--- src/rtl/cas_pkg.sv ---
// Shared types and constants for the cassette FSK playback stage.
// Half-periods are in CoCo Q-rate ticks.
package cas_pkg;

    typedef enum logic [2:0] {
        IDLE,
        FETCH,
        HIGH,
        LOW,
        END
    } cas_state_t;

    localparam int CNT_W     = 9;
    localparam int HALF1_DEF = 186;
    localparam int HALF0_DEF = 373;
    localparam int Q_RATE_HZ = 894886;

endpackage

--- src/rtl/cas_half_timer.sv ---
// Half-cycle tick counter: freezes while en=0, clears on clr,
// pulses done for one clk after the tick that reaches half.
module cas_half_timer
    import cas_pkg::*;
(
    input  logic             clk,
    input  logic             reset,
    input  logic             en,
    input  logic             tick,
    input  logic             clr,
    input  logic [CNT_W-1:0] half,
    output logic             done
);

    logic [CNT_W-1:0] count;
    logic [CNT_W-1:0] count_inc;

    assign count_inc = count + CNT_W'(1);

    always_ff @(posedge clk) begin
        if (reset || clr) begin
            count <= '0;
            done  <= 1'b0;
        end else begin
            done <= 1'b0;
            if (tick && en) begin
                count <= count_inc;
                done  <= (count_inc == half);
            end
        end
    end

endmodule

--- src/rtl/cas_fsk_player.sv ---
// CAS image player: fetches tape bytes from SRAM and emits them
// LSB first as CoCo FSK (short cycle = 1, long cycle = 0).
module cas_fsk_player
    import cas_pkg::*;
#(
    parameter int HALF1  = HALF1_DEF,
    parameter int HALF0  = HALF0_DEF,
    parameter int RD_LAT = 2
) (
    input  logic        clk,
    input  logic        reset,
    input  logic        tick,
    input  logic        en,
    input  logic        rewind,
    input  logic [15:0] tape_len,
    output logic [15:0] ram_addr,
    output logic        ram_rd,
    input  logic [7:0]  ram_data,
    output logic        data,
    output logic        active,
    output logic        eot
);

    localparam logic [CNT_W-1:0] H1  = CNT_W'(HALF1);
    localparam logic [CNT_W-1:0] H0  = CNT_W'(HALF0);
    localparam logic [3:0]       LAT = 4'(RD_LAT);

    cas_state_t  state, state_n;
    logic [7:0]  sreg, sreg_n;
    logic [2:0]  bit_idx, idx_n;
    logic [3:0]  lat_cnt, lat_n;
    logic [15:0] addr_n, addr_inc;
    logic        in_bit, done;

    assign in_bit   = (state == HIGH) || (state == LOW);
    assign ram_rd   = (state == FETCH) && (lat_cnt == 4'd0);
    assign data     = (state == HIGH);
    assign active   = in_bit;
    assign eot      = (state == END);
    assign addr_inc = ram_addr + 16'd1;

    cas_half_timer u_timer (
        .clk   (clk),
        .reset (reset),
        .en    (in_bit && en),
        .tick  (tick),
        .clr   (!in_bit || done),
        .half  (sreg[0] ? H1 : H0),
        .done  (done)
    );

    always_ff @(posedge clk) begin
        if (reset) begin
            state    <= IDLE;
            sreg     <= '0;
            bit_idx  <= '0;
            lat_cnt  <= '0;
            ram_addr <= '0;
        end else begin
            state    <= state_n;
            sreg     <= sreg_n;
            bit_idx  <= idx_n;
            lat_cnt  <= lat_n;
            ram_addr <= addr_n;
        end
    end

    always_comb begin
        state_n = state;
        sreg_n  = sreg;
        idx_n   = bit_idx;
        lat_n   = lat_cnt;
        addr_n  = ram_addr;
        unique case (state)
            IDLE: begin
                if (tape_len != 16'd0 && en)
                    state_n = FETCH;
            end
            FETCH: begin
                if (lat_cnt == LAT) begin
                    sreg_n  = ram_data;
                    idx_n   = 3'd0;
                    lat_n   = 4'd0;
                    state_n = HIGH;
                end else begin
                    lat_n = lat_cnt + 4'd1;
                end
            end
            HIGH: begin
                if (done)
                    state_n = LOW;
            end
            LOW: begin
                if (done) begin
                    if (bit_idx != 3'd7) begin
                        idx_n   = bit_idx + 3'd1;
                        sreg_n  = {1'b0, sreg[7:1]};
                        state_n = HIGH;
                    end else begin
                        // >= also catches a tape that shrank mid-play
                        addr_n  = addr_inc;
                        state_n = (addr_inc >= tape_len) ? END : FETCH;
                    end
                end
            end
            END: state_n = END;
            default: state_n = IDLE;
        endcase
        if (rewind) begin
            state_n = IDLE;
            addr_n  = '0;
            lat_n   = '0;
        end
    end

endmodule
--- config.mk ---
export PLATFORM = sky130hd
export DESIGN_NAME = cas_fsk_player
export DESIGN_NICKNAME = d
export VERILOG_FILES = /design/src/rtl/cas_pkg.sv /design/src/rtl/cas_half_timer.sv /design/src/rtl/cas_fsk_player.sv
export SDC_FILE = /design/constraint.sdc
export NUM_CORES = 1
export LEC_CHECK = 0
export CORE_ASPECT_RATIO = 0.7
export CORE_UTILIZATION = 55
export CTS_BUF_LIST = sky130_fd_sc_hd__clkbuf_2 sky130_fd_sc_hd__clkbuf_4 sky130_fd_sc_hd__clkbuf_8
export CTS_CLUSTER_DIAMETER = 50
export CTS_CLUSTER_SIZE = 12
export DETAILED_ROUTE_END_ITERATION = 8
export HOLD_SLACK_MARGIN = 0.02
export PLACE_DENSITY = 0.89
export SETUP_SLACK_MARGIN = 0.02
export SLEW_MARGIN = 5
export SYNTH_ARGS = -nofsm -noshare
export SYNTH_HDL_FRONTEND = slang
export SYNTH_SLANG_ARGS = --single-unit
export TNS_END_PERCENT = 50
--- constraint.sdc ---
create_clock -name clk -period 3.3 [get_ports clk]
set_clock_uncertainty 0.2 [all_clocks]
set_input_delay 0.66 -clock clk [delete_from_list [all_inputs] [get_ports clk]]
set_output_delay 0.66 -clock clk [all_outputs]
set_load 0.02 [all_outputs]
==> impl_metrics.ini <==
[cts]
clk_path_buf_depth = 2
cts_tree = yes
holdBufCountCts = 0
clkTransAtPathRegs_ns = 0.09
numCtsBuffers = 5
h-tree-depth = 2
post_cts_resized = 0
worst_skew_pair.late_latency_ns = 0.30
clkSinkCount = 44
root_buffer = clkbuf_8
cts_setup_buffers = 0

[grt]
antenna_found_initial = 0
grt_max_degree = 23
grt_first_pass_wirelength_um = 11300
overflow = 0
grt_pass1_vias = 2405
globalRouteTotalUtil_pct = 26.3

[floorplanning]
start_util_pct = 58.5
io_pins = 49
die_area_um2 = 5530
die_width_um = 88.4
rows = 21
core-area_um2 = 4910
die_y_um = 62.5

[synth]
yosys-top-cells-area = dfxtp_1 31%, ha_1 8.7%, xor2_1 6.7%
synth-edff-count = 0
ys_seq_elements = 44
synth.top_cell.area_share_pct = 30.6
ys_seq_area_share_pct = 30.6
synth_flop_cell = dfxtp_1
ys_types = 52
yosysWarnings = 0
synth.avg_cell_area_um2 = 8.10
yosysTopAreaCell = dfxtp_1
netlist_area_um2 = 2880
syn-num-nets = 404
synthArstFlopShare_pct = 0
synthCells = 355

[layout]
multi_input_area_um2 = 1850
fillers = 382
syn_to_final_growth_pct = 24.6
final_nets = 452
layout_commonest_cell = clkdlybuf4s50_1
mostFrequentLayoutCells = 48 x clkdlybuf4s50_1, 44 x nor2_1, 43 x dfxtp_1
seqCellArea_um2 = 882
antennaDiodeCount = 0
layout-drive-gt1-share_pct = 8.66

[sta]
final_hold_viol_count = 0
fin_crit_ns = 3.09
worstMarginPinSlew_ns = 0.505
setup_viol_count_final = 0
fin_crit_sh_pct = 93.7
fin_setup_tns_ns = 0
relSlewSlack_pct = 66.0
fmax_mhz = 324
drv_slew = 0
grt_setup_unrepaired = false

[worst_hold_path]
worstHoldStart = sreg[7]
min_path_type = register to register

[place]
gp_congestion = 0.967
portBuffers = 48
hpwl_um = 5060

[power]
p_int_uw = 879
finalPower_uw = 1140
clockPowerShare_pct = 39.6
power_switching_uw = 262
power_density_nw_per_um2 = 319
p_seq_share_pct = 48.2
leakage_uw = 0.00139
p_comb_share_pct = 12.2
p_sw_share_pct = 23.0
peakVddDrop_uv = 171

[worst_setup_path]
critPathCaptureType = register
regToRegSetupSlack_ns = 0.21
start_kind = register
crit_type = register to register
crit_required_ns = 3.29
crit_start = ram_addr[1]
worstPathArrival_ns = 3.08
critical_path.reg2reg.startpoint = ram_addr[1]
path_max_fanout = 5

[routing]
vias = 2674
drt_iter0_markers = 181
totalWireLength_um = 6920
drc = 0
viasPerCell = 5.65
ant_nets = 0
firstDrtPassIters = 4
post_drt_wl_per_cell_um = 14.6

[run]
maxCapViolCount = 0

[status]
status = complete, no violations
## power groups by stage
stage	registers (uW)	clock network, uW	logic [uW]
after floorplan	560	0	81.7
after global placement	561	0	133
after detailed placement	562	0	137
after CTS	549	461	138
after global routing	551	485	151
final	550	452	139
## cells in the mapped netlist (2+ instances only)
cell type and instances:
dfxtp_1 44, nor2_1 44, nand2_1 36, xor2_1 22, ha_1 20, inv_1 19, a21oi_1 17, xnor2_1 17
nand3_1 16, nor3_1 15, clkbuf_1 14, a311oi_2 7, or3_1 7, and3_1 6, nand4_1 6, nor4_1 6
nand2b_1 5, o21ai_1 4, nor3b_1 3, o21ai_0 3, a21o_1 2, a221o_1 2, a311oi_1 2, and2_1 2
and4_1 2, buf_1 2, buf_6 2, mux2i_1 2, nand4b_1 2, nor4b_1 2, o21a_1 2, or4_1 2
## layout make-up
class | count | share of cell area [%]
multi-input combinational | 272 | 51.5
sequential | 44 | 24.6
timing repair buffer | 59 | 15.7
clock buffer | 7 | 2.69
tap | 69 | 2.41
inverter | 21 | 2.20
clock inverter | 1 | 0.838
## critical path, stage by stage (launching register included)
cell	delay [ns]
dfxtp_1	0.38
ha_2	0.22
and3_2	0.26
and4_4	0.28
nand2_1	0.09
xnor2_1	0.14
ha_1	0.28
and2_0	0.18
a221o_1	0.31
o2bb2ai_1	0.13
or3_1	0.31
a22o_1	0.19
## per-layer routing
metal / GRT usage, % / vias to the layer above / part of all wire (%)
met5: 0 / - / 0
met3: 5.81 / 15 / 5.9
met2: 39.6 / 92 / 45
met4: 9.48 / 0 / 1.9
met1: 36.7 / 1238 / 48
li1: - / 1329 / -
## worst paths after layout
kind,endpoint,depth (start not counted)
min,sreg[7],2
min reg2reg,sreg[7],2
max reg2reg,state[2],11
max,state[2],11
## flip-flops by register name (all words and copies together), names as in the netlist
name and flops:
sreg 8, state 3, u_timer.count 9, bit_idx 3
u_timer.done 1, ram_addr 16, lat_cnt 4
## stage by stage
step | hold WS (ns) | instances | setup WS (ns) | utilization [%] | area (um2)
floorplan | 0.245 | 355 | 0.194 | - | 2880
global placement | 0.258 | 465 | 0.315 | 70.1 | 3440
detailed placement | 0.268 | 465 | 0.112 | 70.1 | 3440
CTS | 0.282 | 473 | 0.0587 | 72.6 | 3570
global route | 0.310 | 473 | 0.0191 | 72.9 | 3580
finish | 0.276 | 473 | 0.210 | 72.9 | 3580
## cells by family after synthesis
group                      synth area share [%]
and+or+nand+nor                            28.5
xor gates and xnor gates                   11.9
DFF                                        30.6
adders and majority gates                  8.70
AOI/OAI and AO/OA                          14.0
muxes                                     0.696
buffers and inverters                      5.61
No activity file was read; power rests on OpenSTA's default activity.
